--- config.mk ---
export PLATFORM = sky130hd
export DESIGN_NAME = arb_perm_net
export DESIGN_NICKNAME = d
export VERILOG_FILES = /design/src/rtl/arb_perm_net.sv
export SDC_FILE = /design/constraint.sdc
export NUM_CORES = 1
export LEC_CHECK = 0
export BUFFER_PORTS_ARGS = -buffer_cell sky130_fd_sc_hd__buf_2
export CORE_ASPECT_RATIO = 0.6
export CORE_MARGIN = 2
export CORE_UTILIZATION = 34
export CTS_CLUSTER_SIZE = 14
export DETAILED_ROUTE_END_ITERATION = 6
export HOLD_SLACK_MARGIN = 0.05
export PLACE_DENSITY = 0.56
export SYNTH_ARGS = -nofsm -noshare
export SYNTH_HDL_FRONTEND = slang
export SYNTH_SLANG_ARGS = --single-unit
--- constraint.sdc ---
create_clock -name clk -period 11 [get_ports clk]
set_input_delay 1.1 -clock clk [delete_from_list [all_inputs] [get_ports clk]]
set_output_delay 1.1 -clock clk [all_outputs]
set_load 0.03 [all_outputs]
--- src/rtl/arb_perm_net.sv ---
// Two-stage deflection-routed 2x2 arbiter network with golden-ID priority.
// Each flit routes to the out port numbered by its dir bits, or is deflected
// if it loses an arbitration. Latency is two cycles and the network never stalls.

// One 2x2 arbiter node: steers the two input flits onto o0/o1 by one dir bit.
module arb_perm_node #(
    parameter int unsigned FLIT_W = 16,
    parameter int unsigned DIR_W  = 2,
    parameter int unsigned ID_W   = 4,
    parameter int unsigned SEL    = 14
) (
    input  logic [FLIT_W-1:0] a,
    input  logic [FLIT_W-1:0] b,
    input  logic [ID_W-1:0]   golden_id,
    input  logic              rr,
    output logic [FLIT_W-1:0] o0_c,
    output logic [FLIT_W-1:0] o1_c,
    output logic              defl_c,
    output logic              tie_c
);

    localparam int unsigned ID_HI = FLIT_W - 2 - DIR_W;

    logic va;
    logic vb;
    logic ga;
    logic gb;
    logic da;
    logic db;
    logic b_wins;

    assign va = a[FLIT_W-1];
    assign vb = b[FLIT_W-1];
    assign ga = (a[ID_HI -: ID_W] == golden_id);
    assign gb = (b[ID_HI -: ID_W] == golden_id);
    assign da = a[SEL];
    assign db = b[SEL];

    // Priority: valid, then golden, then round-robin; the loser takes the other port.
    always_comb begin
        o0_c   = a;
        o1_c   = b;
        defl_c = 1'b0;
        tie_c  = 1'b0;
        b_wins = 1'b0;
        if (va && vb) begin
            if (ga != gb) begin
                b_wins = gb;
            end else begin
                b_wins = rr;
                tie_c  = 1'b1;
            end
            // Loser is deflected exactly when both want the same port.
            defl_c = (da == db);
            if (b_wins) begin
                if (db) begin
                    o0_c = a;
                    o1_c = b;
                end else begin
                    o0_c = b;
                    o1_c = a;
                end
            end else begin
                if (da) begin
                    o0_c = b;
                    o1_c = a;
                end else begin
                    o0_c = a;
                    o1_c = b;
                end
            end
        end else if (va) begin
            if (da) begin
                o0_c = b;
                o1_c = a;
            end
        end else if (vb) begin
            if (!db) begin
                o0_c = b;
                o1_c = a;
            end
        end
    end

endmodule

module arb_perm_net #(
    parameter int unsigned FLIT_W = 16,
    parameter int unsigned DIR_W  = 2,
    parameter int unsigned ID_W   = 4,
    parameter int unsigned EPOCH  = 64,
    parameter int unsigned CNT_W  = 16
) (
    input  logic              clk,
    input  logic              rst_n,
    input  logic [FLIT_W-1:0] in0,
    input  logic [FLIT_W-1:0] in1,
    input  logic [FLIT_W-1:0] in2,
    input  logic [FLIT_W-1:0] in3,
    input  logic              cnt_clr,
    output logic [FLIT_W-1:0] out0,
    output logic [FLIT_W-1:0] out1,
    output logic [FLIT_W-1:0] out2,
    output logic [FLIT_W-1:0] out3,
    output logic [ID_W-1:0]   golden_id,
    output logic [CNT_W-1:0]  defl_cnt
);

    localparam int unsigned EP_W  = (EPOCH > 1) ? $clog2(EPOCH) : 1;
    localparam int unsigned ACC_W = ((CNT_W > 3) ? CNT_W : 3) + 1;
    localparam int unsigned SEL1  = FLIT_W - 2;
    localparam int unsigned SEL2  = FLIT_W - 3;
    localparam logic [CNT_W-1:0] CNT_MAX = '1;
    localparam logic [EP_W-1:0]  EP_LAST = EP_W'(EPOCH - 1);

    logic [FLIT_W-1:0] s1a_o0;
    logic [FLIT_W-1:0] s1a_o1;
    logic [FLIT_W-1:0] s1b_o0;
    logic [FLIT_W-1:0] s1b_o1;
    logic [3:0]        rr;
    logic [EP_W-1:0]   ep;

    logic [FLIT_W-1:0] n1a_o0_c;
    logic [FLIT_W-1:0] n1a_o1_c;
    logic [FLIT_W-1:0] n1b_o0_c;
    logic [FLIT_W-1:0] n1b_o1_c;
    logic [FLIT_W-1:0] n2a_o0_c;
    logic [FLIT_W-1:0] n2a_o1_c;
    logic [FLIT_W-1:0] n2b_o0_c;
    logic [FLIT_W-1:0] n2b_o1_c;
    logic [3:0]        defl_c;
    logic [3:0]        tie_c;
    logic [2:0]        defl_sum_c;
    logic [ACC_W-1:0]  acc_c;
    logic [CNT_W-1:0]  defl_nxt_c;

    arb_perm_node #(.FLIT_W(FLIT_W), .DIR_W(DIR_W), .ID_W(ID_W), .SEL(SEL1)) u_s1a (
        .a(in0), .b(in1), .golden_id(golden_id), .rr(rr[0]),
        .o0_c(n1a_o0_c), .o1_c(n1a_o1_c), .defl_c(defl_c[0]), .tie_c(tie_c[0])
    );

    arb_perm_node #(.FLIT_W(FLIT_W), .DIR_W(DIR_W), .ID_W(ID_W), .SEL(SEL1)) u_s1b (
        .a(in2), .b(in3), .golden_id(golden_id), .rr(rr[1]),
        .o0_c(n1b_o0_c), .o1_c(n1b_o1_c), .defl_c(defl_c[1]), .tie_c(tie_c[1])
    );

    arb_perm_node #(.FLIT_W(FLIT_W), .DIR_W(DIR_W), .ID_W(ID_W), .SEL(SEL2)) u_s2a (
        .a(s1a_o0), .b(s1b_o0), .golden_id(golden_id), .rr(rr[2]),
        .o0_c(n2a_o0_c), .o1_c(n2a_o1_c), .defl_c(defl_c[2]), .tie_c(tie_c[2])
    );

    arb_perm_node #(.FLIT_W(FLIT_W), .DIR_W(DIR_W), .ID_W(ID_W), .SEL(SEL2)) u_s2b (
        .a(s1a_o1), .b(s1b_o1), .golden_id(golden_id), .rr(rr[3]),
        .o0_c(n2b_o0_c), .o1_c(n2b_o1_c), .defl_c(defl_c[3]), .tie_c(tie_c[3])
    );

    // Per-cycle deflection total folded into the saturating counter.
    always_comb begin
        defl_sum_c = 3'(defl_c[0]) + 3'(defl_c[1]) + 3'(defl_c[2]) + 3'(defl_c[3]);
        acc_c      = ACC_W'(defl_cnt) + ACC_W'(defl_sum_c);
        defl_nxt_c = (acc_c > ACC_W'(CNT_MAX)) ? CNT_MAX : CNT_W'(acc_c);
    end

    // Stage 1 and stage 2 flit registers; reset discards anything in flight.
    always_ff @(posedge clk) begin
        if (!rst_n) begin
            s1a_o0 <= '0;
            s1a_o1 <= '0;
            s1b_o0 <= '0;
            s1b_o1 <= '0;
            out0   <= '0;
            out1   <= '0;
            out2   <= '0;
            out3   <= '0;
        end else begin
            s1a_o0 <= n1a_o0_c;
            s1a_o1 <= n1a_o1_c;
            s1b_o0 <= n1b_o0_c;
            s1b_o1 <= n1b_o1_c;
            out0   <= n2a_o0_c;
            out1   <= n2a_o1_c;
            out2   <= n2b_o0_c;
            out3   <= n2b_o1_c;
        end
    end

    // Round-robin bits flip only on genuine ties.
    always_ff @(posedge clk) begin
        if (!rst_n) begin
            rr <= '0;
        end else begin
            rr <= rr ^ tie_c;
        end
    end

    // Epoch counter advances the golden ID once per EPOCH cycles.
    always_ff @(posedge clk) begin
        if (!rst_n) begin
            ep        <= '0;
            golden_id <= '0;
        end else if (ep == EP_LAST) begin
            ep        <= '0;
            golden_id <= golden_id + ID_W'(1);
        end else begin
            ep        <= ep + EP_W'(1);
        end
    end

    // Deflection counter; clear wins over this cycle's deflections.
    always_ff @(posedge clk) begin
        if (!rst_n || cnt_clr) begin
            defl_cnt <= '0;
        end else begin
            defl_cnt <= defl_nxt_c;
        end
    end

endmodule

==> reports/qor.yml, run 1 <==
grt_first_pass_wirelength_um: 47900
tns_ps: 0
final_nets: 1353
syn_nets: 1283
period_needed_ps: 5650
post_synth.cell_area_avg_um2: 7.91
maxSlewHeadroom_pct: 23.5
synth.yosys.seq_area_share_pct: 33.3
routedWlPerCell_um: 19.0
placedInstanceArea_mm2: 0.0104
p_per_area_mw_per_mm2: 146
yosys_warnings: 0
swShare_pct: 34.3
setup_violations: 0
use_met3_pct: 5.55
start_kind: "flop"
grt_pass1_vias: 7914
min_path_cells: 1
status: "finished, final reports clean"
coreArea_mm2: 0.0275
yosys.area.top_type: "dfxtp_1"
dpl.hpwl_um: 21900
cts_tree: "done"
start_util_pct: 34.6
post-place-cells: 1620
grt_util_met1_pct: 33.8
syn_area_mm2: 0.00951
yosysTopAreaCellShare_pct: 33.3
slowest_delay_ps: 1020
synth.top_cells.by_area: "dfxtp_1, mux2i_1, nand2_1, o21ai_0, a21oi_1"
ant_nets: 0
placementRows: 47
holdCritPathClass: "reg2reg"
switchingPower_mw: 0.547
grtUsageMet2_pct: 27.6
drive_gt1_share_pct: 17.3
pin_count: 151
arrival_ps: 6010
grt_setup_unrepaired: "no"
finalCritPeriodShare_pct: 51.3
layout_commonest_cell: "nand2_1"
gp_congestion: 0.880
reg2reg_depth: 12
p_leak_nw: 4.73
end_kind: "flop"
crit_cells: 12
via_per_inst: 5.64
drt_iter0_drc: 958
critPathTopFamily: "adder cells"
fp.dieW_um: 220
cpMaxStageDelayCell: "dfxtp_1"
slew_violations: 0
ctsHtreeMaxLevel: 4
cts_resized: 0
finalWirelength_um: 31400
antenna_found_initial: 2
vdd_drop_max_v: 0.0000858
cts.sinks: 158
path_buf_inv: 2
grt_overflow: 0
synth_edf_count: 0
clk_latency_ps: 450
crit_path_cell_trace: "clkinv_1 -> ha_1 -> nand2b_1 -> fa_1 -> fa_1 -> inv_1 -> fa_1 -> and3_1 -> and4_1 -> and4_1 -> nand3_1 -> a21oi_1"
fmax_mhz: 177
p_int_mw: 1.05
portBuffers: 150
grt_busiest_layer: "met1"
die_height_um: 134
drt_pass1_iterations: 6
clkPwrFrac_pct: 34.8
utilization_pct: 39.7
drv_cap: 0
grt_max_degree: 70
critPathKind: "reg2reg"
vias: 9318
worstMarginPinSlew_ps: 1150
design_area_mm2: 0.0109
final_cells: 1653
finalClockSkew_ps: 10.1
cts_buffers: 17
area_growth_pct: 14.9
seqPwrFrac_pct: 41.8
cpMostUsedCell: "fa_1"
required_ps: 11360
holdBufCountCts: 0
clockRootBuffer: "clkbuf_16"
hold_violations: 0
async_reset_ff_share_pct: 0
clk_pin_slew_ps: 60
ys_seq_elements: 158
synth_cells: 1202
synth_ff_type: "dfxtp_1"
crit_fanout: 28
synth_cell_types: 55
mostFrequentLayoutCells: "nand2_1, dfxtp_1, buf_2"
pwr-share-comb_pct: 23.3
grtUsageTotal_pct: 21.2
post-cts-setup-buffer-count: 0
fp.dieArea_mm2: 0.0294
clockBufferDepth: 2
drcViolationCount: 0
-- cells by family (layout without fill, tap and decap cells) --
logic type / after synthesis / in the layout / share of synthesized area [%]
fa+ha+maj: 18 / 18 / 2.54
other cells: 0 / 1 / 0
flops: 158 / 158 / 33.3
buf+inv: 141 / 224 / 6.26
compound gates: 384 / 384 / 25.2
simple gates: 325 / 325 / 14.8
mux: 119 / 119 / 12.7
xor+xnor: 57 / 57 / 5.25
-- power by group through the flow --
stage,logic (mW),registers (mW),clock network (mW)
2_1_floorplan,0.233,0.699,0
3_3_place_gp,0.364,0.679,0
3_5_place_dp,0.368,0.679,0
4_1_cts,0.370,0.667,0.572
5_1_grt,0.405,0.673,0.597
6_report,0.372,0.668,0.557
-- worst register-to-register path, cell delays in order, from the launching register on --
cell,delay (ps)
dfxtp_1,1020
clkinv_1,1010
ha_1,560
nand2b_1,200
fa_1,520
fa_1,450
inv_1,90
fa_1,200
and3_1,220
and4_1,300
and4_1,290
nand3_1,420
a21oi_1,290
-- worst paths after layout --
path / start / end / slack (ps)
setup / recovery: s1a_o0[13]$_SDFF_PN0_ / defl_cnt[1]$_SDFF_PP0_ / 5350
hold / removal: ep[0]$_SDFF_PP0_ / ep[0]$_SDFF_PP0_ / 440
setup reg to reg: s1a_o0[13]$_SDFF_PN0_ / defl_cnt[1]$_SDFF_PP0_ / 5350
hold reg to reg: ep[0]$_SDFF_PP0_ / ep[0]$_SDFF_PP0_ / 440
-- cells in the mapped netlist, drive strengths merged (6+ instances only) --
master    n
nor2     66
ha       11
clkbuf   95
inv      23
a22oi    48
a21oi    80
a21o     48
and3      8
mux2i   115
nand2   195
xor2     26
dfxtp   158
o21ai    80
buf      21
nand3    14
xnor2    31
nor3      6
o22ai    49
a31oi    51
nand2b    7
-- registers in the layout, summed over array words and instances (netlist names) --
name / cells
defl_cnt: 16
out0: 16
out1: 16
out2: 16
out3: 16
s1a_o0: 16
s1a_o1: 16
s1b_o0: 16
s1b_o1: 16
ep: 6
golden_id: 4
rr: 4
-- per-stage QoR --
step           setup WS (ps)  hold slack (ps)  power (mW)
2_1_floorplan           6470              413       0.932
3_3_place_gp            5540              438        1.04
3_5_place_dp            5340              434        1.05
4_1_cts                 5340              443        1.61
5_1_grt                 4960              466        1.67
6_report                5350              442        1.60
-- area by class of cell --
| type | instances | area [um^2] |
|---|---|---|
| fill | 2815 | 16600 |
| multi-input combinational | 903 | 5780 |
| sequential | 158 | 3160 |
| timing repair buffer | 167 | 878 |
| tap | 367 | 459 |
| clock buffer | 18 | 439 |
| clock inverter | 14 | 111 |
| inverter | 25 | 95.1 |
| antenna | 1 | 2.50 |
-- routing by layer --
layer	share of wire, %	wire length, um
met1	50	15700
met2	40	12600
met3	9.1	2850
met4	0.96	302
met5	0	0
(Power assumes the default switching activity.)
==> run 2: changes to the inputs <==
==> constraint.sdc (replaced) <==
create_clock -name clk -period 5.3 [get_ports clk]
set_input_delay 0.53 -clock clk [delete_from_list [all_inputs] [get_ports clk]]
set_output_delay 0.53 -clock clk [all_outputs]
set_load 0.03 [all_outputs]
==> reports/qor.yml, run 2 (synthesized netlist as in run 1, its figures left out) <==
start_kind: "flop"
wl_met2_um: 12600  # +0.41%
cts_buffers: 17  # unchanged
via_per_inst: 5.57  # -1.1%
vias: 9259  # -0.63%
drt_pass1_iterations: 6  # unchanged
ctsHtreeMaxLevel: 4  # unchanged
clk_latency_ps: 450  # about the same
finalCritPeriodShare_pct: 77.2  # +26 points
dpl.hpwl_um: 22100  # +0.72%
start_util_pct: 34.6  # unchanged
drv_cap: 0  # unchanged
status: "finished, final reports clean"
required_ps: 5660  # -5700 ps
cts.sinks: 158  # unchanged
clockBufferDepth: 2  # unchanged
post-cts-setup-buffer-count: 0  # unchanged
period_needed_ps: 4090  # -1560 ps
clk_pin_slew_ps: 60  # about the same
grt_setup_unrepaired: "no"
holdBufCountCts: 0  # unchanged
regArea_mm2: 0.00316  # unchanged
grt_max_degree: 73  # +4.3%
grt_first_pass_wirelength_um: 48400  # +0.93%
post-place-cells: 1626  # +0.37%
drive_gt1_share_pct: 17.6  # +0.31 points
setup_violations: 0  # unchanged
antenna_found_initial: 5  # +3
die_height_um: 134  # unchanged
p_per_area_mw_per_mm2: 313  # +110%
dr.max_layer_used: "met4"
end_kind: "flop"
placementRows: 47  # unchanged
finalClockSkew_ps: 11.8  # +1.69 ps
drt_iter0_drc: 892  # -6.9%
critPathKind: "reg2reg"
clockRootBuffer: "clkbuf_16"
area_growth_pct: 16.2
tns_ps: 0  # unchanged
coreArea_mm2: 0.0275  # unchanged
gp_congestion: 0.869  # -1.2%
vdd_drop_max_v: 0.000181  # +110%
pin_count: 151  # unchanged
rrSetupSlack_ps: 1210  # -4140 ps
maxSlewHeadroom_pct: 32.3  # +8.9 points
p_leak_nw: 4.79  # +1.3%
ant_nets: 0  # unchanged
grtUsageTotal_pct: 21.4  # +0.14 points
holdWs_ps: 372  # -69.2 ps
final_nets: 1359  # +0.44%
final.fill_count: 2865  # +1.8%
layout_commonest_cell: "nand2_1"
finalWirelength_um: 31800  # +1.4%
arrival_ps: 4450  # -1560 ps
portBuffers: 150  # unchanged
grt_overflow: 0  # unchanged
routedWlPerCell_um: 19.2  # +0.92%
final_cells: 1661  # +0.48%
fp.dieW_um: 220  # unchanged
cts_tree: "done"
drcViolationCount: 0  # unchanged
holdCritPathClass: "in2reg"
hold_violations: 0  # unchanged
slew_violations: 0  # unchanged
worstMarginPinSlew_ps: 1010  # -133 ps
fp.dieArea_mm2: 0.0294  # unchanged
multiInputGateArea_mm2: 0.00579  # +0.11%
cts_resized: 0  # unchanged
wl_met3_um: 2850  # -0.18%
mostFrequentLayoutCells: "nand2_1, dfxtp_1, buf_2"
wl_met1_um: 16000  # +2.4%
crit_fanout: 28  # unchanged
grt_pass1_vias: 8031  # +1.5%
fmax_mhz: 245  # +38%
[run 2: cell count changes in the layout (fill, tap and decap cells not counted), sizes merged]
cell	previous run	this run
buf	167	173
inv	27	23
bufinv	0	3
clkbuf	18	20
diode	1	3
clkinvlp	5	4
[run 2: per-layer routing]
metal  vias up  track usage, %
met5         -               0
met4         0            5.07
met3        22            5.55
met2       374            28.0
met1      4430            33.7
li1       4433               -
[run 2: final timing paths]
path | cells past startpoint | endpoint | start
worst max-delay path | 13 | defl_cnt[10]$_SDFF_PP0_ | s1a_o0[13]$_SDFF_PN0_
worst min-delay path | 3 | s1b_o1[0]$_SDFF_PN0_ | in2[0]
worst max register to register | 13 | defl_cnt[10]$_SDFF_PP0_ | s1a_o0[13]$_SDFF_PN0_
worst min register to register | 1 | ep[0]$_SDFF_PP0_ | ep[0]$_SDFF_PP0_
[run 2: report_power, final]
part / switching (mW) / internal (mW) / total, mW / leakage, nW
clock: 0.522 / 0.767 / 1.29 / 0.289
combinational: 0.503 / 0.285 / 0.788 / 3.20
sequential: 0.0999 / 1.28 / 1.38 / 1.30
[run 2: layout make-up]
| class | count | share of cell area, % |
|---|---|---|
| Sequential cell | 158 | 28.6 |
| Inverter | 25 | 0.861 |
| Clock buffer | 20 | 4.13 |
| Tap cell | 367 | 4.16 |
| Multi-Input combinational cell | 903 | 52.4 |
| Antenna cell | 3 | 0.0679 |
| Timing Repair Buffer | 173 | 8.36 |
| Clock inverter | 12 | 1.45 |
[run 2: through the flow]
step | utilization (%) | area, um^2 | power (mW) | setup WS, ps
after floorplan | - | 9510 | 1.93 | 1240
after global placement | 37.9 | 10400 | 2.17 | 1020
after detailed placement | 37.9 | 10400 | 2.18 | 908
after CTS | 40.1 | 11000 | 3.48 | 1220
after global routing | 40.2 | 11100 | 3.62 | 961
final | 40.2 | 11100 | 3.46 | 1210
[run 2: critical path: stages, from the launching register on]
cell and delay, ps:
dfxtp_1 300, buf_4 320, clkinv_1 150, ha_1 300, nand2b_1 190, fa_1 480
fa_1 450, inv_1 80, fa_1 200, and3_1 220, and4_1 280, and4_1 300
nand3_1 440, a21oi_1 300
==> run 3: changes to the inputs <==
==> constraint.sdc (replaced) <==
create_clock -name clk -period 4.1 [get_ports clk]
set_input_delay 0.41 -clock clk [delete_from_list [all_inputs] [get_ports clk]]
set_output_delay 0.41 -clock clk [all_outputs]
set_load 0.03 [all_outputs]
==> reports/qor.yml, run 3 (synthesized netlist as in run 1, its figures left out) <==
layout_setup_ws_ps: 538  # -673 ps
clockRootBuffer: "clkbuf_16"
placedInstanceArea_mm2: 0.0106  # +1.2%
worstMarginPinSlew_ps: 1060  # +43.4 ps
crit_fanout: 9  # -68%
p_per_area_mw_per_mm2: 388  # +24%
required_ps: 4460  # -1200 ps
pwr-share-comb_pct: 24.1  # +1.3 points
start_util_pct: 34.6  # unchanged
pin_count: 151  # unchanged
hold_violations: 0  # unchanged
design_area_mm2: 0.0111  # +0.62%
final_cells: 1683  # +1.3%
holdCritPathClass: "in2reg"
reg2reg_depth: 13  # unchanged
period_needed_ps: 3560  # -527 ps
wl_met2_um: 12600  # -0.18%
grt_setup_unrepaired: "no"
power_mw: 4.31  # +25%
p_leak_nw: 4.86  # +1.4%
clk_pin_slew_ps: 60  # about the same
finalWirelength_um: 32300  # +1.5%
swShare_pct: 33.5  # +0.97 points
rrSetupSlack_ps: 540  # -670 ps
cts_tree: "done"
post-cts-setup-buffer-count: 0  # unchanged
min_path_cells: 3  # unchanged
ant_nets: 0  # unchanged
min_from: "in2[0]"
critPathKind: "reg2reg"
drcViolationCount: 0  # unchanged
cts_buffers: 17  # unchanged
post-place-cells: 1645  # +1.2%
fp.dieArea_mm2: 0.0294  # unchanged
layout_commonest_cell: "nand2_1"
grt_pass1_vias: 8423  # +4.9%
drt_iter0_drc: 958  # +7.4%
cts.sinks: 158  # unchanged
final.fill_count: 2826  # -1.4%
dpl.hpwl_um: 22900  # +3.8%
finalClockSkew_ps: 10.9  # -0.881 ps
antenna_found_initial: 7  # +2
drv_cap: 0  # unchanged
portBuffers: 150  # unchanged
gp_congestion: 0.897  # +3.2%
holdPathEnd: "s1b_o1[0]$_SDFF_PN0_"
dr.max_layer_used: "met5"
drt_pass1_iterations: 6  # unchanged
place_ws_ps: 200  # -708 ps
maxSlewHeadroom_pct: 29.4  # -2.9 points
multiInputGateArea_mm2: 0.00577  # -0.22%
drive_gt1_share_pct: 18.8  # +1.2 points
routedWlPerCell_um: 19.2  # +0.18%
status: "finished, final reports clean"
holdBufCountCts: 0  # unchanged
fp.dieW_um: 220  # unchanged
seqPwrFrac_pct: 41.3  # +1.4 points
vdd_drop_max_v: 0.000280  # +55%
switchingPower_mw: 1.44  # +28%
final_nets: 1378  # +1.4%
p_int_mw: 2.87  # +23%
area_growth_pct: 16.9
end_kind: "flop"
grt_overflow: 0  # unchanged
ctsHtreeMaxLevel: 4  # unchanged
arrival_ps: 3920  # -530 ps
vias: 9356  # +1.0%
fmax_mhz: 281  # +15%
grtUsageTotal_pct: 21.9  # +0.55 points
finalCritPeriodShare_pct: 86.9  # +9.7 points
grt_first_pass_wirelength_um: 49700  # +2.7%
coreArea_mm2: 0.0275  # unchanged
tns_ps: 0  # unchanged
mostFrequentLayoutCells: "nand2_1, dfxtp_1, buf_2"
slew_violations: 0  # unchanged
r2r-start: "s1a_o0[13]$_SDFF_PN0_"
grt_max_degree: 44  # -40%
clk_latency_ps: 440  # about the same
clockBufferDepth: 2  # unchanged
clkPwrFrac_pct: 34.7  # -2.6 points
via_per_inst: 5.56  # -0.27%
cts_resized: 0  # unchanged
start_kind: "flop"
wl_met3_um: 3070  # +7.9%
r2r-end: "defl_cnt[5]$_SDFF_PP0_"
regArea_mm2: 0.00316  # unchanged
wl_met1_um: 16200  # +0.70%
die_height_um: 134  # unchanged
setup_violations: 0  # unchanged
placementRows: 47  # unchanged
[run 3: layout make-up]
| type | count | area share [%] |
|---|---|---|
| repair buffers | 192 | 9.59 |
| flip-flops and latches | 158 | 28.4 |
| clock buffers | 22 | 4.35 |
| multi-input cells | 903 | 51.9 |
| well taps | 367 | 4.13 |
| clock inverters | 10 | 0.574 |
| diodes | 6 | 0.135 |
| inverters | 25 | 0.855 |
[run 3: worst max-delay path by stage]
stage                                from                      end  slack (ps)  depth (start not counted)
CTS                 s1a_o0[13]$_SDFF_PN0_   defl_cnt[5]$_SDFF_PP0_         520                         13
finish              s1a_o0[13]$_SDFF_PN0_   defl_cnt[5]$_SDFF_PP0_         540                         13
global route        s1a_o0[13]$_SDFF_PN0_   defl_cnt[5]$_SDFF_PP0_         240                         13
global placement                  in0[14]   defl_cnt[9]$_SDFF_PP0_         260                         14
floorplan           s1b_o0[13]$_SDFF_PN0_  defl_cnt[10]$_SDFF_PP0_          40                         15
detailed placement                in0[14]   defl_cnt[5]$_SDFF_PP0_         200                         14
[run 3: routing by layer]
metal / GRT usage, % / vias up
met1: 34.5 / 4415
met5: 0 / -
met2: 28.2 / 429
met4: 6.41 / 2
li1: - / 4471
met3: 5.66 / 39
[run 3: critical path: stages, from the launching register on]
cell	delay (ps)
dfxtp_1	330
clkinv_1	80
ha_1	290
nand2b_1	180
fa_1	470
fa_1	450
inv_1	80
fa_1	200
and3_1	220
and4_1	280
and4_1	300
nand3_1	220
buf_4	240
a21oi_1	140
[run 3: through the flow]
step           util [%]  hold WS [ps]
2_1_floorplan         -           413
3_3_place_gp       38.4           438
3_5_place_dp       38.4           439
4_1_cts            40.3           220
5_1_grt            40.4           235
6_report           40.4           252
[run 3: power by group through the flow]
stage          Sequential, mW  Combinational [mW]  Clock [mW]
2_1_floorplan            1.87               0.626           0
4_1_cts                  1.78                1.03        1.53
3_5_place_dp             1.81                1.02           0
3_3_place_gp             1.81                1.01           0
5_1_grt                  1.79                1.13        1.60
6_report                 1.78                1.04        1.49
